`src/rtl/vga_tile_renderer_pkg.sv`:
```
// Shared constants for the tile-based VGA renderer: block codes, default
// palette, default 640x480 timing and the per-pixel pipeline flag bundle.
package vga_tile_renderer_pkg;

  localparam int DEF_BITS_PER_BLOCK = 2;

  localparam int DEF_H_ACTIVE = 640;
  localparam int DEF_H_FP     = 16;
  localparam int DEF_H_SYNC   = 96;
  localparam int DEF_H_BP     = 48;
  localparam int DEF_V_ACTIVE = 480;
  localparam int DEF_V_FP     = 10;
  localparam int DEF_V_SYNC   = 2;
  localparam int DEF_V_BP     = 29;

  typedef enum logic [1:0] {
    BLK_EMPTY = 2'd0,
    BLK_GREEN = 2'd1,
    BLK_RED   = 2'd2,
    BLK_WHITE = 2'd3
  } block_code_e;

  localparam logic [7:0] COLOR_EMPTY = 8'h00;
  localparam logic [7:0] COLOR_GREEN = 8'h1C;
  localparam logic [7:0] COLOR_RED   = 8'hE0;
  localparam logic [7:0] COLOR_WHITE = 8'hFF;

  // Everything the output stage needs to know about one pixel slot.
  typedef struct packed {
    logic active;
    logic in_grid;
    logic hs;
    logic vs;
    logic fs;
  } pix_flags_t;

  function automatic logic [7:0] pal_reset_color(input int idx);
    logic [7:0] c;
    if (idx > 3) begin
      c = COLOR_WHITE;
    end else begin
      case (block_code_e'(idx[1:0]))
        BLK_EMPTY: c = COLOR_EMPTY;
        BLK_GREEN: c = COLOR_GREEN;
        BLK_RED:   c = COLOR_RED;
        default:   c = COLOR_WHITE;
      endcase
    end
    return c;
  endfunction

endpackage

```
`src/rtl/vga_timing_gen.sv`:
```
// Programmable VGA raster counters with divider-free tile position tracking.
// Produces the stage-0 per-pixel flags for any downstream video pipeline.
module vga_timing_gen
  import vga_tile_renderer_pkg::*;
#(
  parameter int H_ACTIVE = DEF_H_ACTIVE,
  parameter int H_FP     = DEF_H_FP,
  parameter int H_SYNC   = DEF_H_SYNC,
  parameter int H_BP     = DEF_H_BP,
  parameter int V_ACTIVE = DEF_V_ACTIVE,
  parameter int V_FP     = DEF_V_FP,
  parameter int V_SYNC   = DEF_V_SYNC,
  parameter int V_BP     = DEF_V_BP,
  parameter int TILE_W   = 40,
  parameter int TILE_H   = 40,
  parameter int GRID_W   = 16,
  parameter int GRID_H   = 12,
  parameter int HW       = $clog2(H_ACTIVE + H_FP + H_SYNC + H_BP),
  parameter int VW       = $clog2(V_ACTIVE + V_FP + V_SYNC + V_BP)
) (
  input  logic          clk,
  input  logic          rst,
  output logic [HW-1:0] x_tile,
  output logic [VW-1:0] y_tile,
  output pix_flags_t    flags
);

  localparam int H_TOTAL = H_ACTIVE + H_FP + H_SYNC + H_BP;
  localparam int V_TOTAL = V_ACTIVE + V_FP + V_SYNC + V_BP;
  localparam logic [HW-1:0] H_LAST  = HW'(H_TOTAL - 1);
  localparam logic [VW-1:0] V_LAST  = VW'(V_TOTAL - 1);
  localparam logic [HW-1:0] XS_LAST = HW'(TILE_W - 1);
  localparam logic [VW-1:0] YS_LAST = VW'(TILE_H - 1);

  logic [HW-1:0] h_cnt, x_sub;
  logic [VW-1:0] v_cnt, y_sub;
  logic          h_last, v_last;

  assign h_last = (h_cnt == H_LAST);
  assign v_last = (v_cnt == V_LAST);

  always_ff @(posedge clk) begin
    if (rst) begin
      h_cnt  <= '0;
      v_cnt  <= '0;
      x_sub  <= '0;
      x_tile <= '0;
      y_sub  <= '0;
      y_tile <= '0;
    end else if (h_last) begin
      h_cnt  <= '0;
      x_sub  <= '0;
      x_tile <= '0;
      if (v_last) begin
        v_cnt  <= '0;
        y_sub  <= '0;
        y_tile <= '0;
      end else begin
        v_cnt <= v_cnt + 1'b1;
        if (y_sub == YS_LAST) begin
          y_sub  <= '0;
          y_tile <= y_tile + 1'b1;
        end else begin
          y_sub <= y_sub + 1'b1;
        end
      end
    end else begin
      h_cnt <= h_cnt + 1'b1;
      // x_tile keeps running through blanking; in_grid masks it there.
      if (x_sub == XS_LAST) begin
        x_sub  <= '0;
        x_tile <= x_tile + 1'b1;
      end else begin
        x_sub <= x_sub + 1'b1;
      end
    end
  end

  always_comb begin
    flags         = '0;
    flags.active  = (int'(h_cnt) < H_ACTIVE) && (int'(v_cnt) < V_ACTIVE);
    flags.in_grid = flags.active && (int'(x_tile) < GRID_W) && (int'(y_tile) < GRID_H);
    flags.hs      = (int'(h_cnt) >= H_ACTIVE + H_FP) &&
                    (int'(h_cnt) <  H_ACTIVE + H_FP + H_SYNC);
    flags.vs      = (int'(v_cnt) >= V_ACTIVE + V_FP) &&
                    (int'(v_cnt) <  V_ACTIVE + V_FP + V_SYNC);
    flags.fs      = (h_cnt == '0) && (v_cnt == '0);
  end

endmodule

```
`src/rtl/vga_tile_renderer.sv`:
```
// Tile-map VGA renderer: fetches tile codes from an external synchronous RAM,
// maps them through a writable palette and drives aligned RGB/HSync/VSync.
module vga_tile_renderer
  import vga_tile_renderer_pkg::*;
#(
  parameter int         H_ACTIVE       = DEF_H_ACTIVE,
  parameter int         H_FP           = DEF_H_FP,
  parameter int         H_SYNC         = DEF_H_SYNC,
  parameter int         H_BP           = DEF_H_BP,
  parameter int         V_ACTIVE       = DEF_V_ACTIVE,
  parameter int         V_FP           = DEF_V_FP,
  parameter int         V_SYNC         = DEF_V_SYNC,
  parameter int         V_BP           = DEF_V_BP,
  parameter logic       H_POL          = 1'b0,
  parameter logic       V_POL          = 1'b0,
  parameter int         TILE_W         = 40,
  parameter int         TILE_H         = 40,
  parameter int         GRID_W         = 16,
  parameter int         GRID_H         = 12,
  parameter int         BITS_PER_BLOCK = DEF_BITS_PER_BLOCK,
  parameter int         RAM_LATENCY    = 1,
  parameter logic [7:0] BORDER_COLOR   = 8'h00,
  parameter int         ADDR_W         = $clog2(GRID_W * GRID_H)
) (
  input  logic                      Clock,
  input  logic                      Reset,
  output logic [ADDR_W-1:0]         TileAddr,
  input  logic [BITS_PER_BLOCK-1:0] TileData,
  input  logic                      PalWe,
  input  logic [BITS_PER_BLOCK-1:0] PalIdx,
  input  logic [7:0]                PalColor,
  output logic [7:0]                RGB,
  output logic                      HSync,
  output logic                      VSync,
  output logic                      FrameStart
);

  localparam int HW    = $clog2(H_ACTIVE + H_FP + H_SYNC + H_BP);
  localparam int VW    = $clog2(V_ACTIVE + V_FP + V_SYNC + V_BP);
  localparam int PAL_N = 2 ** BITS_PER_BLOCK;

  logic [HW-1:0]     x_tile;
  logic [VW-1:0]     y_tile;
  pix_flags_t        flags0;
  pix_flags_t        flag_pipe [RAM_LATENCY+1];
  pix_flags_t        f_out;
  logic [ADDR_W-1:0] tile_index;
  logic [7:0]        palette [PAL_N];

  vga_timing_gen #(
    .H_ACTIVE (H_ACTIVE),
    .H_FP     (H_FP),
    .H_SYNC   (H_SYNC),
    .H_BP     (H_BP),
    .V_ACTIVE (V_ACTIVE),
    .V_FP     (V_FP),
    .V_SYNC   (V_SYNC),
    .V_BP     (V_BP),
    .TILE_W   (TILE_W),
    .TILE_H   (TILE_H),
    .GRID_W   (GRID_W),
    .GRID_H   (GRID_H),
    .HW       (HW),
    .VW       (VW)
  ) u_timing (
    .clk    (Clock),
    .rst    (Reset),
    .x_tile (x_tile),
    .y_tile (y_tile),
    .flags  (flags0)
  );

  // Only evaluated in-grid, where both tile coordinates fit the address width.
  assign tile_index = ADDR_W'(y_tile) * ADDR_W'(GRID_W) + ADDR_W'(x_tile);

  always_ff @(posedge Clock) begin
    if (Reset) begin
      TileAddr <= '0;
      for (int i = 0; i <= RAM_LATENCY; i++) flag_pipe[i] <= '0;
    end else begin
      if (flags0.in_grid) TileAddr <= tile_index;
      flag_pipe[0] <= flags0;
      for (int i = 1; i <= RAM_LATENCY; i++) flag_pipe[i] <= flag_pipe[i-1];
    end
  end

  // Flags that arrive together with TileData for the same pixel.
  assign f_out = flag_pipe[RAM_LATENCY];

  // A write and a read of the same entry on one edge: the read sees the old value.
  always_ff @(posedge Clock) begin
    if (Reset) begin
      for (int i = 0; i < PAL_N; i++) palette[i] <= pal_reset_color(i);
    end else if (PalWe) begin
      palette[PalIdx] <= PalColor;
    end
  end

  always_ff @(posedge Clock) begin
    if (Reset) begin
      RGB        <= 8'h00;
      HSync      <= ~H_POL;
      VSync      <= ~V_POL;
      FrameStart <= 1'b0;
    end else begin
      if (!f_out.active)      RGB <= 8'h00;
      else if (f_out.in_grid) RGB <= palette[TileData];
      else                    RGB <= BORDER_COLOR;
      HSync      <= f_out.hs ? H_POL : ~H_POL;
      VSync      <= f_out.vs ? V_POL : ~V_POL;
      FrameStart <= f_out.fs;
    end
  end

endmodule

```
`config.mk`:
```
export PLATFORM = sky130hd
export DESIGN_NAME = vga_tile_renderer
export DESIGN_NICKNAME = d
export VERILOG_FILES = /design/src/rtl/vga_tile_renderer_pkg.sv /design/src/rtl/vga_timing_gen.sv /design/src/rtl/vga_tile_renderer.sv
export SDC_FILE = /design/constraint.sdc
export NUM_CORES = 1
export LEC_CHECK = 0
export CORE_AREA = 2 2 107 109
export DETAILED_ROUTE_END_ITERATION = 10
export DIE_AREA = 0 0 109 111
export DONT_BUFFER_PORTS = 1
export GPL_TIMING_DRIVEN = 0
export SYNTH_ARGS = -nofsm -noshare
export SYNTH_HDL_FRONTEND = slang
export SYNTH_SLANG_ARGS = --single-unit
export TNS_END_PERCENT = 100
```
`constraint.sdc`:
```
create_clock -name Clock -period 4.22 [get_ports Clock]
set_clock_uncertainty 0.2 [all_clocks]
set_input_delay 0.211 -clock Clock [delete_from_list [all_inputs] [get_ports Clock]]
set_output_delay 0.211 -clock Clock [all_outputs]
set_load 0.02 [all_outputs]
```
After elaboration in Yosys (flattened, before gate mapping)
Memory sizes are Yosys's and may differ from the RTL's. A register that Yosys moved wholly into a read port is not among the register bits.
Cells that the tools add are included.
Cells by class
  $add $sub $neg: 7
  multipliers: 0
  div/mod/pow operators: 0
  $lt $le $gt $ge: 8
  equality and inequality tests: 4
  shift operators: 0
  muxes and demuxes: 22
  bitwise gates (word level): 4
  reductions and logical operators: 14
Operator list (number)
  10-bit by 1-bit adder with 10-bit output, second input constant: 6
  10-bit 2-to-1 mux: 5
  8-bit 2-to-1 mux: 5
  10-bit equality test, second input constant: 2
  10-bit by 6-bit equality test with 1-bit output, second input constant: 2
  10-bit zero test: 2
  10-bit < comparator, second input constant: 2
  10-bit by 9-bit < comparator with 1-bit output, second input constant: 2
  10-bit greater-or-equal comparator, second input constant: 1
  10-bit by 9-bit greater-or-equal comparator with 1-bit output, second input constant: 1
  10-bit by 4-bit < comparator with 1-bit output, second input constant: 1
  10-bit by 5-bit < comparator with 1-bit output, second input constant: 1
  5-bit 2-to-1 mux: 2
  1-bit 2-to-1 mux: 9
  8-bit adder: 1
  8-bit OR reduction: 1
  1-bit logical AND: 6
  3-bit OR reduction: 2
  2-bit 2-to-1 mux: 1
  1-bit inverter: 2
  1-bit OR: 2
  2-bit AND reduction: 1
  2-bit nonzero test: 1
  2-bit OR reduction: 1
Storage, ports and cells
  bits in registers: 71
  latch bits: 0
  RAM bits: 42
  ROM bits: 0
  input bits: 15
  output and inout bits: 19
  word-level logic and storage cells: 71
  memories: 2
Memory list
  palette: depth 4, bits a word 8, read ports 1, clocked after memory_dff 1, wr ports 4, RTL line vga_tile_renderer.sv:48  | logic [7:0] palette [PAL_N];
  flag_pipe: depth 2, bits a word 5, read ports 2, clocked after memory_dff 0, wr ports 2, RTL line vga_tile_renderer.sv:45  | pix_flags_t flag_pipe [RAM_LATENCY+1];

Logic depth before layout (Yosys ltp)
  depth in word-level cells: 5
  depth in mapped cells: 9
  gate-level depth less buffers: 7

Hierarchy
Synthesis repeated with hierarchy kept, for this count alone.
Unflattened totals
  cells, all modules: 499
  area total of the unflattened synthesis: 5323.9 µm²
By module, submodules not included
  vga_timing_gen: instances 1, cells each 335, area an instance 2917.8 µm², sequential area each 1201.2 µm²
  vga_tile_renderer: instances 1, cells each 164, area an instance 2406.1 µm², sequential area each 1541.5 µm²

Worst setup path before layout
Ideal clock, no wire load.
  path type: reg2reg
  start: register u_timing.h_cnt[0]
  end: register u_timing.v_cnt[9]
  setup time: 0.114 ns
  arrival time: 1.909 ns
  data required time: 3.906 ns
  setup slack: 1.997 ns
  stages on the path, launching flop included: 9
  path buffers: 2
  clock period less this slack: 2.223 ns
  path through: dfxtp_1 ha_1 nand3_4 or4_4 buf_6 buf_8 nor4_2 nor2_1 a21o_1
On the way
  word-level cells in the longest chain between the ends: 1
Ends and longest elaborated chain
  from (decl): RTL line vga_timing_gen.sv:35  | logic [HW-1:0] h_cnt, x_sub;
  from (signal assigned): RTL line vga_timing_gen.sv:68  | h_cnt <= h_cnt + 1'b1;
  10-bit equality test: RTL line vga_timing_gen.sv:39  | assign h_last = (h_cnt == H_LAST);
  to (signal assigned): RTL line vga_timing_gen.sv:59  | v_cnt <= v_cnt + 1'b1;
  to (decl): RTL line vga_timing_gen.sv:36  | logic [VW-1:0] v_cnt, y_sub;
No other way between the ends.
A chain may end at the register's enable or synchronous reset.

Final worst setup path
  start: register u_timing.h_cnt[0]
  end: register u_timing.y_tile[5]
On the way
  word-level cells in the longest chain between the ends: 2
Ends and longest elaborated chain
  10-bit equality test: RTL line vga_timing_gen.sv:39
  2-bit AND reduction (no source line)
  to (signal assigned): RTL line vga_timing_gen.sv:62  | y_tile <= y_tile + 1'b1;
  to (decl): RTL line vga_timing_gen.sv:24  | output logic [VW-1:0] y_tile,
No other way between the ends.

==> impl_metrics.yaml <==
layout:
  nNetsFinal: 568
  drive_gt1_frac: 0.1155
  area_delta_synth_final_pct: 17.09
  fillers: 953
  diodes: 0
  final_util: 0.5665
  fin_cells: 697
die:
  design.core.area_um2: 11080
  initial_utilization: 0.4838
  die_y_um: 111
  fp.dieW_um: 109
  dieArea_um2: 12100
  std_cell_rows: 39
  ios: 34
timing:
  max_slew.worst_pin.slew_ns: 1.108
  setup_viol: 0
  finalHoldViolCount: 0
  max_slew_margin: 0.2597
  min_period_ns: 2.483
  rsz0062_at_grt: "false"
  hold_slack_ns: 0.05770
  fin_crit_sh: 0.5885
  finalMaxSlewViolations: 0
  fin_setup_tns_ns: 0
  max_freq_ghz: 0.4027
yosys:
  synth_nets: 534
  synth_edf_count: 32
  synthesis.area_um2: 5359
  ys_top_cells_by_area: "dfxtp_1 33%, edfxtp_1 18%, xor2_1 4.1%"
  ys_seq_area_frac: 0.5118
  synth_top_area_share: 0.3325
  async_reset_ff_frac: 0
  synth_ff_type: "dfxtp_1"
  yosysWarnings: 0
  synth_area_per_cell_um2: 10.57
  ys_seq_elements: 121
  synth_top_area_cell: "dfxtp_1"
  synth.most_common_cell: "dfxtp_1"
  synthTopCellsByCount: "89 x dfxtp_1, 58 x nor2_1, 32 x edfxtp_1"
  synthCells: 507
  synth_cell_types: 56
setup_path:
  worst_ep_arrival_time_ns: 2.57
  slowest_delay_ns: 0.50
  crit_path_max_fanout: 10
  worst-setup-path-type: "reg -> reg"
  required_ns: 4.31
  slowest_stage: "or4_4"
  startpoint_type: "flop"
  path_cells: "ha_1 -> nand3_4 -> or4_4 -> buf_6 -> o21bai_2 -> buf_2 -> nor2_1"
  cp-end-kind: "flop"
power_and_ir_drop:
  intPower_mw: 2.196
  power_frac_comb: 0.036
  powerDensity_nw_per_um2: 440.9
  switching_share: 0.2062
  p_sw_mw: 0.5705
  max-vdd-ir-drop_mv: 0.2807
  power.leakage_nw: 2.286
  power_frac_clock: 0.515
  p_total_mw: 2.767
  power_frac_seq: 0.449
clocking:
  tritoncts: "yes"
  cts_buffers: 17
  clk_pin_slew_ns: 0.05
  htree_levels: 4
  clkSinkCount: 121
  clockBufferDepth: 2
  clock_latency_ns: 0.41
  cts_root_buf: "clkbuf_16"
route:
  drt_iter0_drc: 220
  vias: 3738
  drc: 0
  drtAntennaViolNets: 0
  routed_via_density: 5.363
  wl_per_cell_um: 15.44
  first_pass_iters: 4
  wl_um: 10760
global_route:
  gr-usage-all-layers: 0.1956
  grt_pass1_wl_um: 18280
  antenna_found_initial: 0
  grt_pass1_vias: 3717
  grt_max_degree: 17
  overflow: 0
placed_design:
  hpwl_um: 7340
  portBuffers: 0
  numPlacedInstances: 650
  place.gp.congestion: 0.8371
status:
  status: "completed"
hold_path:
  hold_path_class: "in -> reg"
flow_run:
  cap_viol_max_count: 0
final cells by class:
cell class              instances  area, um2  area share
inverters                       9      33.78    0.005384
clock inverters                13      153.9     0.02453
clock buffers                  19      432.9     0.06899
flip-flops and latches        121       2743      0.4371
plain buffers                  20      111.4     0.01775
multi-input cells             357       2471      0.3938
repair buffers                 15      150.1     0.02393
well taps                     143      178.9     0.02851
sequential cells by signal, summed over array words and instances (netlist names), 8 cells and up:
| register | cells |
|---|---|
| palette | 32 |
| flag_pipe | 10 |
| u_timing.h_cnt | 10 |
| u_timing.v_cnt | 10 |
| u_timing.x_sub | 10 |
| u_timing.x_tile | 10 |
| u_timing.y_sub | 10 |
| u_timing.y_tile | 10 |
| RGB | 8 |
| TileAddr | 8 |
worst paths after layout:
path,start,end,slack [ns],cells after the start
setup reg to reg,u_timing.h_cnt[0],u_timing.y_tile[5],1.74,7
setup / recovery,u_timing.h_cnt[0],u_timing.y_tile[5],1.74,7
hold / removal,PalWe,palette[3][1],0.06,2
hold reg to reg,flag_pipe[0][7],HSync,0.17,1
routing by layer:
layer  routed length, um  track usage
met1                4929       0.2527
met2                5191       0.3085
met3                 441      0.05232
met4                 201      0.07949
met5                   0            0
layout by cell type, fill, tap and decap left out, types with 6 or more instances in the layout:
cell type      netlist  routed
dlygate4sd3_1        0      15
o21ai_0             14      14
clkbuf_16            0      17
mux4_2               8       8
inv_1                9       9
nor2_1              58      58
o2111ai_1            6       6
xnor2_1             15      15
ha_1                11      11
and4_1               6       6
nor4b_1              6       6
clkbuf_1             8      10
buf_2                7       7
and3_1               7       7
a21oi_1             11      11
nor4_1              11      11
nand4_1             13      13
and2_1              23      23
mux2i_1              6       6
edfxtp_1            32      32
nand3_1             19      19
dfxtp_1             89      89
xor2_1              25      25
nand2_1             28      28
nor2b_1             17      17
nor3_1               8       8
nand2b_1            18      18
through the flow:
stage,area [um2],setup WS [ns]
floorplan,5359,1.997
global placement,5538,1.740
detailed placement,5538,1.748
CTS,6275,1.734
global route,6275,1.588
finish,6275,1.737
worst max-delay path: cells and delay by family, from the launching register on:
kind	cells	cell delay [ns]
AOI/OAI and AO/OA	1	0.32
adders and majority gates	1	0.28
buffers and inverters	2	0.47
DFF	1	0.36
and+or+nand+nor	3	0.73
cells by family (layout without fill, tap and decap cells):
logic type / after synthesis / count (layout) / synth area share
and+or+nand+nor: 245 / 245 / 0.2645
DFF: 121 / 121 / 0.5118
muxes: 14 / 14 / 0.04483
AOI/OAI and AO/OA: 46 / 46 / 0.05697
adders and majority gates: 12 / 12 / 0.02942
buffers and inverters: 29 / 76 / 0.02708
xor gates and xnor gates: 40 / 40 / 0.06538
power groups by stage:
stage	clock (mW)	sequential, mW	combinational [mW]
after floorplan	0	1.26	0.0680
after global placement	0	1.27	0.0888
after detailed placement	0	1.27	0.0898
after CTS	1.45	1.24	0.101
after global routing	1.51	1.25	0.111
final	1.42	1.24	0.0993
what timing repair did:
| item | 4_1_cts | 5_1_grt |
|---|---|---|
| endpoints found under the setup margin | 0 | 0 |
| resized for setup | 0 | 0 |
| hold buffers | 15 | 0 |
| setup buffers | 0 | 0 |
| endpoints found under the hold margin | 34 | 0 |
(Power assumes the default switching activity.)
